[config.mk]
export PLATFORM = sky130hd
export DESIGN_NAME = gpio_io_controller_flat
export DESIGN_NICKNAME = d
export VERILOG_FILES = /design/src/rtl/gpio_io_controller_if.sv /design/src/rtl/gpio_io_controller.sv /design/src/flat_wrapper.sv
export SDC_FILE = /design/constraint.sdc
export NUM_CORES = 1
export LEC_CHECK = 0
export CAP_MARGIN = 5
export CORE_MARGIN = 2
export CORE_UTILIZATION = 40
export DETAILED_ROUTE_END_ITERATION = 16
export DONT_BUFFER_PORTS = 1
export SLEW_MARGIN = 20
export SYNTH_ARGS = -nofsm -noshare
export SYNTH_HDL_FRONTEND = slang
export SYNTH_SLANG_ARGS = --single-unit
[constraint.sdc]
create_clock -name clk -period 3.8 [get_ports clk]
set_clock_uncertainty 0.2 [all_clocks]
set_input_delay 0.76 -clock clk [delete_from_list [all_inputs] [get_ports clk]]
set_output_delay 0.76 -clock clk [all_outputs]
set_load 0.01 [all_outputs]
[src/rtl/gpio_io_controller_if.sv]
// gpio_io_controller_if: CPU-side request/response bundle for the gpio I/O sequencer
interface gpio_io_controller_if;
    logic       req;
    logic [1:0] op;
    logic [5:0] io_addr;
    logic [7:0] wr_data;
    logic [2:0] bit_sel;
    logic       busy;
    logic       ack;
    logic       addr_err;
    logic [7:0] rd_data;
    modport master (output req, op, io_addr, wr_data, bit_sel, input busy, ack, addr_err, rd_data);
    modport slave  (input req, op, io_addr, wr_data, bit_sel, output busy, ack, addr_err, rd_data);
endinterface

[src/rtl/gpio_io_controller.sv]
// gpio_io_controller: sequences IN/OUT/SBI/CBI I/O accesses onto the gpio register block
module gpio_io_controller #(
    parameter logic [5:0] ADDR_PINB  = 6'h16,
    parameter logic [5:0] ADDR_DDRB  = 6'h17,
    parameter logic [5:0] ADDR_PORTB = 6'h18,
    parameter logic [5:0] ADDR_PINA  = 6'h19,
    parameter logic [5:0] ADDR_DDRA  = 6'h1A,
    parameter logic [5:0] ADDR_PORTA = 6'h1B
) (
    input  logic       clk,
    input  logic       clr_n,
    gpio_io_controller_if.slave bus,
    output logic [7:0] gpio_wdata,
    output logic       DDRA_we,
    output logic       PORTA_we,
    output logic       DDRB_we,
    output logic       PORTB_we,
    input  logic [7:0] DDRA_q,
    input  logic [7:0] PORTA_q,
    input  logic [7:0] PINA_q,
    input  logic [7:0] DDRB_q,
    input  logic [7:0] PORTB_q,
    input  logic [7:0] PINB_q
);
    typedef enum logic [1:0] {IDLE, EXEC, RMW, DONE} state_t;
    localparam logic [1:0] OP_IN  = 2'b00;
    localparam logic [1:0] OP_OUT = 2'b01;
    state_t     state, state_nx;
    logic [1:0] op_q;
    logic [5:0] addr_q;
    logic [7:0] wdata_q, tmp, rd_q, sel_q, mask;
    logic [2:0] bit_q;
    logic       err_q, mapped, wr_cycle;
    // address decode and read mux over the latched address
    always_comb begin
        mapped = addr_q == ADDR_PINB || addr_q == ADDR_DDRB || addr_q == ADDR_PORTB ||
                 addr_q == ADDR_PINA || addr_q == ADDR_DDRA || addr_q == ADDR_PORTA;
        sel_q  = addr_q == ADDR_PINB  ? PINB_q  :
                 addr_q == ADDR_DDRB  ? DDRB_q  :
                 addr_q == ADDR_PORTB ? PORTB_q :
                 addr_q == ADDR_PINA  ? PINA_q  :
                 addr_q == ADDR_DDRA  ? DDRA_q  :
                 addr_q == ADDR_PORTA ? PORTA_q : 8'h00;
    end
    // next state; set/clear go through RMW only for mapped addresses
    always_comb begin
        state_nx = state == IDLE ? (bus.req ? EXEC : IDLE) :
                   state == EXEC ? (mapped && op_q[1] ? RMW : DONE) :
                   state == RMW  ? DONE : IDLE;
    end
    // Moore outputs from state and latched fields only; PINx has no enable so writes to it vanish
    always_comb begin
        mask       = 8'd1 << bit_q;
        wr_cycle   = (state == EXEC && mapped && op_q == OP_OUT) || state == RMW;
        gpio_wdata = state == RMW ? (op_q[0] ? tmp & ~mask : tmp | mask) :
                     (state == EXEC && op_q == OP_OUT) ? wdata_q : 8'h00;
        DDRA_we    = wr_cycle && addr_q == ADDR_DDRA;
        PORTA_we   = wr_cycle && addr_q == ADDR_PORTA;
        DDRB_we    = wr_cycle && addr_q == ADDR_DDRB;
        PORTB_we   = wr_cycle && addr_q == ADDR_PORTB;
        bus.busy     = state != IDLE;
        bus.ack      = state == DONE;
        bus.addr_err = err_q;
        bus.rd_data  = rd_q;
    end
    // state register, request latch, read result and read-modify-write capture
    always_ff @(posedge clk or negedge clr_n) begin
        if (!clr_n) begin
            state   <= IDLE;
            op_q    <= 2'b00;
            addr_q  <= 6'h00;
            wdata_q <= 8'h00;
            bit_q   <= 3'd0;
            tmp     <= 8'h00;
            rd_q    <= 8'h00;
            err_q   <= 1'b0;
        end else begin
            state <= state_nx;
            if (state == IDLE && bus.req) begin
                op_q    <= bus.op;
                addr_q  <= bus.io_addr;
                wdata_q <= bus.wr_data;
                bit_q   <= bus.bit_sel;
                err_q   <= 1'b0;
            end
            if (state == EXEC) begin
                tmp <= sel_q;
                if (!mapped) err_q <= 1'b1;
                else if (op_q == OP_IN) rd_q <= sel_q;
            end
        end
    end
endmodule

[src/flat_wrapper.sv]
// flat-port wrapper written by rule: the top's interface ports become plain ports
module gpio_io_controller_flat 
#(
    parameter logic [5:0] ADDR_PINB  = 6'h16,
    parameter logic [5:0] ADDR_DDRB  = 6'h17,
    parameter logic [5:0] ADDR_PORTB = 6'h18,
    parameter logic [5:0] ADDR_PINA  = 6'h19,
    parameter logic [5:0] ADDR_DDRA  = 6'h1A,
    parameter logic [5:0] ADDR_PORTA = 6'h1B
)
  (clk, clr_n, gpio_wdata, DDRA_we, PORTA_we, DDRB_we, PORTB_we, DDRA_q, PORTA_q, PINA_q, DDRB_q, PORTB_q, PINB_q, bus_req, bus_op, bus_io_addr, bus_wr_data, bus_bit_sel, bus_busy, bus_ack, bus_addr_err, bus_rd_data);
  gpio_io_controller_if bus_i ();
  input  logic clk;
  input  logic clr_n;
  output logic [7:0] gpio_wdata;
  output logic DDRA_we;
  output logic PORTA_we;
  output logic DDRB_we;
  output logic PORTB_we;
  input  logic [7:0] DDRA_q;
  input  logic [7:0] PORTA_q;
  input  logic [7:0] PINA_q;
  input  logic [7:0] DDRB_q;
  input  logic [7:0] PORTB_q;
  input  logic [7:0] PINB_q;
  input wire logic [$bits(bus_i.req)-1:0] bus_req;
  input wire logic [$bits(bus_i.op)-1:0] bus_op;
  input wire logic [$bits(bus_i.io_addr)-1:0] bus_io_addr;
  input wire logic [$bits(bus_i.wr_data)-1:0] bus_wr_data;
  input wire logic [$bits(bus_i.bit_sel)-1:0] bus_bit_sel;
  output wire logic [$bits(bus_i.busy)-1:0] bus_busy;
  output wire logic [$bits(bus_i.ack)-1:0] bus_ack;
  output wire logic [$bits(bus_i.addr_err)-1:0] bus_addr_err;
  output wire logic [$bits(bus_i.rd_data)-1:0] bus_rd_data;
  assign bus_i.req = bus_req;
  assign bus_i.op = bus_op;
  assign bus_i.io_addr = bus_io_addr;
  assign bus_i.wr_data = bus_wr_data;
  assign bus_i.bit_sel = bus_bit_sel;
  assign bus_busy = bus_i.busy;
  assign bus_ack = bus_i.ack;
  assign bus_addr_err = bus_i.addr_err;
  assign bus_rd_data = bus_i.rd_data;
  gpio_io_controller #(.ADDR_PINB(ADDR_PINB), .ADDR_DDRB(ADDR_DDRB), .ADDR_PORTB(ADDR_PORTB), .ADDR_PINA(ADDR_PINA), .ADDR_DDRA(ADDR_DDRA), .ADDR_PORTA(ADDR_PORTA)) u_core (.clk(clk), .clr_n(clr_n), .bus(bus_i), .gpio_wdata(gpio_wdata), .DDRA_we(DDRA_we), .PORTA_we(PORTA_we), .DDRB_we(DDRB_we), .PORTB_we(PORTB_we), .DDRA_q(DDRA_q), .PORTA_q(PORTA_q), .PINA_q(PINA_q), .DDRB_q(DDRB_q), .PORTB_q(PORTB_q), .PINB_q(PINB_q));
endmodule
After elaboration in Yosys (flattened, before gate mapping)
Index checks and enable logic that the tools add are counted.

operators by class
  equal/unequal tests = 10
  shifts and indexed selects = 1
  mux-type cells = 17
  bitwise logic cells = 3
  reductions and logical operators = 19

operators with widths
  cell                   number
  $mux W8                9
  $eq A6 B5 Y1 const B   6
  $logic_and A1 B1 Y1    9
  $and A8 B8 Y8          1
  $not A8 Y8             1
  $or A8 B8 Y8           1
  $shl A1 B3 Y8 const A  1
  $logic_or A1 B1 Y1     6
  $mux W2                3
  $mux W1                5
  $eq A2 B1 Y1 const B   2
  $eq A2 B2 Y1 const B   2
  $logic_not A2 Y1       2
  $reduce_and A3 Y1      1
  $reduce_bool A2 Y1     1

storage, ports and cells
  flip-flop bits (word level) = 38
  bits of input ports = 70
  logic and storage cells = 58

Depth between registers and ports, before layout
  depth in word-level cells = 10
  mapped depth = 7
  gate-level depth less buffers = 6

Worst setup path after synthesis
Ideal clock, no wire load.

  kind = reg2out
  from = reg u_core.state[1]
  to = out PORTA_we
  data arrival time = 1.770 ns
  required time = 2.840 ns
  slack = 1.070 ns
  stages on the path, launching flop included = 8
  buffers on the path = 1
  cells stage by stage = dfrtp_1 > inv_1 > ha_1 > clkbuf_1 > nand2b_1 > nor2_2 > nor2_1 > nor4b_1

on the way
  cells in the longest elaborated chain, start to end = 5
  elaborated cells on any way between the ends = 6
  those cells by class = eq/ne (2); reduce/logical (4)

RTL lines
  element                           RTL line                  RTL
  start: declaration                gpio_io_controller.sv:28  state_t state, state_nx;
  start signal: assignment          gpio_io_controller.sv:78  state <= state_nx;
  $eq A2 B1 Y1                      gpio_io_controller.sv:54  wr_cycle = (state == EXEC && mapped && op_q == OP_OUT) || state == RMW;
  $logic_and A1 B1 Y1 (2 in a row)  gpio_io_controller.sv:54
  $logic_or A1 B1 Y1 (*)            gpio_io_controller.sv:54
  $logic_and A1 B1 Y1 (*)           gpio_io_controller.sv:58  PORTA_we = wr_cycle && addr_q == ADDR_PORTA;
  end: declaration                  flat_wrapper.sv:17        output logic PORTA_we;

Every way passes the cells marked *; elsewhere a longest branch is shown, timed or not.

Final worst setup path
  from = reg u_core.state[1]
  to = out PORTB_we

on the way
  cells in the longest elaborated chain, start to end = 5
  elaborated cells on any way between the ends = 6
  those cells by class = eq/ne (2); reduce/logical (4)

RTL lines
  element                           RTL line                  RTL
  $eq A2 B1 Y1                      gpio_io_controller.sv:54
  $logic_and A1 B1 Y1 (2 in a row)  gpio_io_controller.sv:54
  $logic_or A1 B1 Y1 (*)            gpio_io_controller.sv:54
  $logic_and A1 B1 Y1 (*)           gpio_io_controller.sv:60  PORTB_we = wr_cycle && addr_q == ADDR_PORTB;
  end: declaration                  flat_wrapper.sv:19        output logic PORTB_we;

Marks and branches as above.

==> results.cfg <==
[timing]
max_slew_margin_pct = 33.8
finalCritPeriodShare_pct = 86.8
hold_viol_final = 0
min_period_ns = 3.30
worst_slew_pin_slew_ns = 0.990
fmax_mhz = 303
rsz0062_at_grt = no
totalNegativeSetupSlack_ns = 0
maxSlewViolCount = 0
setup_viol_count_final = 0

[global_routing]
grt_max_degree = 39
grt_overflow = 0
grt_pass1_wl_um = 10800
grt.total_usage_pct = 19.9
first_global_vias = 2087
antenna_found_initial = 0

[logic_synthesis]
syn_inst = 277
syn_area_per_cell_sq_um = 9.21
syn_area_sq_mm = 0.00255
synth_nets = 351
synth_cell_types = 38
ys_seq_area_share_pct = 37.3
ys_ff_latch = 38
ys_warn_count = 0

[clocking]
cts-root-buf = clkbuf_8
cts_tree = done
postCtsSetupBuffers = 0
cts_max_level = 2
cts_buffers = 5
path_clk_slew_ns = 0.08
clk-insertion-delay-late_ns = 0.29
ctsResizeCount = 0
clock_sinks = 38
ctsLongestPathBuffers = 2

[critical_path]
crit_path_end_kind = primary output
crit_fanout = 17
slowest_delay_ns = 0.49
regToRegStartpoint = u_core.addr_q[0]
crit_chain = inv_1 -> ha_1 -> buf_4 -> nand2b_1 -> nor2_2 -> a21oi_1 -> nor4_1
critPathBufInv = 2
worstSetupPathType = register to primary output
crit_family = simple AND/OR/NAND/NOR gates
start_kind = register
cp_slowest_cell = nor4_1
r2r_end = u_core.tmp[0]
crit_required_ns = 2.84
worstRegToRegCells = 5
crit_arrival_ns = 2.34
rrSetupSlack_ns = 1.36

[finish]
n_antenna_cell = 0
drive_gt1_share_pct = 14.6
final_cell_mix = nand2_1 (42), dfrtp_1 (38), inv_1 (22), mux2_2 (19), nor4_1 (15)
utilization_pct = 42.7
fin_nets = 341
final_common_cell = nand2_1
fill_cells = 631
syn2layout_area_growth_pct = 4.41

[drt]
firstDrtPassIters = 5
routedWlPerCell_um = 19.8
drcViolationCount = 0
drt-total-wl_um = 6810
drt_iter0_drc = 133
route.vias.total = 2063
viasPerCell = 6.00
antenna_left = 0

[placed_design]
place_congestion = 0.847
hpwlAfterDp_um = 4950
port_buffers = 0

[floorplanning]
rows = 29
initial_core_util_pct = 40.9
io-pin-count = 93
core_sq_mm = 0.00624
dieArea_sq_mm = 0.00703
die_h_um = 83.9
die_x_um = 83.9

[pwr]
combPwrFrac_pct = 46.0
power.density_mw_per_mm2 = 760
p_clk_share_pct = 13.4
leakagePower_nw = 1.06
p_int_w = 0.00110
power.net_switching_w = 0.000928
netSwitchingFraction_pct = 45.8
peakVddDrop_uv = 326
seq_power_share_pct = 40.6

[hold_path]
hold_class = input port to async pin

[status]
outcome = complete, no violations

[flow_run]
drv_cap = 0
[power groups by stage]
stage	sequential [W]	clock (W)	combinational, W
after CTS	0.000819	0.000280	0.000931
final	0.000822	0.000272	0.000931
after global routing	0.000858	0.000296	0.00103
after global placement	0.000815	0	0.000895
after detailed placement	0.000828	0	0.000917
after floorplan	0.000663	0	0.000897
[final cells by class]
class	count	area, sq um	share of cell area [%]
clock buffers	5	68.8	2.58
clock inverters	2	10.0	0.376
inverters	22	82.6	3.10
multi-input cells	195	1410	52.7
flip-flops and latches	38	951	35.7
well taps	77	96.3	3.62
repair buffers	5	50.0	1.88
[synthesized netlist by cell type]
| cell | number | area share, % |
|---|---|---|
| nand2_1 | 42 | 6.2 |
| dfrtp_1 | 38 | 37 |
| inv_1 | 22 | 3.2 |
| mux2_2 | 19 | 8.4 |
| nor4_1 | 15 | 3.7 |
| nor3_1 | 14 | 2.7 |
| mux2i_1 | 13 | 5.1 |
| o21ai_0 | 12 | 2.4 |
| o2bb2ai_1 | 11 | 3.8 |
| buf_2 | 9 | 1.8 |
| clkbuf_1 | 9 | 1.3 |
| o2111ai_1 | 8 | 2.7 |
| nand3b_1 | 7 | 2.1 |
| a21oi_1 | 6 | 1.2 |
| nor3b_1 | 5 | 1.5 |
| o22ai_1 | 5 | 1.2 |
| a2111oi_2 | 4 | 2.4 |
| a32o_1 | 4 | 1.6 |
| and3_1 | 4 | 0.98 |
| ha_1 | 4 | 2.0 |
| nand2b_1 | 4 | 0.98 |
| nor2_1 | 3 | 0.44 |
| buf_6 | 2 | 0.88 |
| nand3_1 | 2 | 0.39 |
| o21a_1 | 2 | 0.59 |
| a2111oi_4 | 1 | 1.1 |
| a311o_1 | 1 | 0.39 |
| and2b_1 | 1 | 0.29 |
| and3b_4 | 1 | 0.49 |
| buf_1 | 1 | 0.15 |
| buf_4 | 1 | 0.29 |
| nand3b_4 | 1 | 0.78 |
| nand4b_1 | 1 | 0.34 |
| nor2_2 | 1 | 0.25 |
| nor2b_1 | 1 | 0.25 |
| nor4b_1 | 1 | 0.34 |
| o31a_1 | 1 | 0.34 |
| or3b_1 | 1 | 0.34 |
[stage by stage]
stage | worst slack [ns] | cells | hold slack (ns) | power [W] | instance area [sq um]
floorplan | 1.07 | 277 | 0.255 | 0.00156 | 2550
global route | 0.295 | 344 | 0.0984 | 0.00219 | 2660
CTS | 0.486 | 344 | 0.0995 | 0.00203 | 2660
finish | 0.500 | 344 | 0.0967 | 0.00203 | 2660
global placement | 0.893 | 336 | 0.265 | 0.00171 | 2560
detailed placement | 0.820 | 336 | 0.265 | 0.00174 | 2560
[kinds of logic after synthesis]
kind of cell	Yosys count	synth area share (%)
compound gates	55	17.6
fa+ha+maj	4	1.96
buf+inv	44	7.65
flops	38	37.3
mux	32	13.5
simple gates	104	22.0
[flip-flops by register name, indices dropped and copies added, names as in the netlist]
signal / flops
u_core.tmp: 8
u_core.bus.addr_err: 1
u_core.state: 2
u_core.addr_q: 6
u_core.op_q: 2
u_core.bit_q: 3
u_core.wdata_q: 8
u_core.bus.rd_data: 8
[routing by layer]
metal,routed length [um],track usage [%]
met1,2950,24.8
met2,3300,32.1
met3,426,6.13
met4,133,8.36
met5,0,0
[worst max-delay path by stage]
| stage | cells after the start | endpoint | startpoint |
|---|---|---|---|
| 6_report | 7 | PORTB_we | u_core.state[1] |
| 4_1_cts | 7 | PORTB_we | u_core.state[1] |
| 3_3_place_gp | 7 | PORTA_we | u_core.state[1] |
| 2_1_floorplan | 7 | PORTA_we | u_core.state[1] |
| 5_1_grt | 7 | PORTA_we | u_core.state[1] |
| 3_5_place_dp | 7 | PORTB_we | u_core.state[1] |
[what timing repair did]
action,CTS,global route
endpoints found under the setup margin,0,0
hold buffers,1,0
endpoints found under the hold margin,38,0
Power figures use the tool's default switching activity.
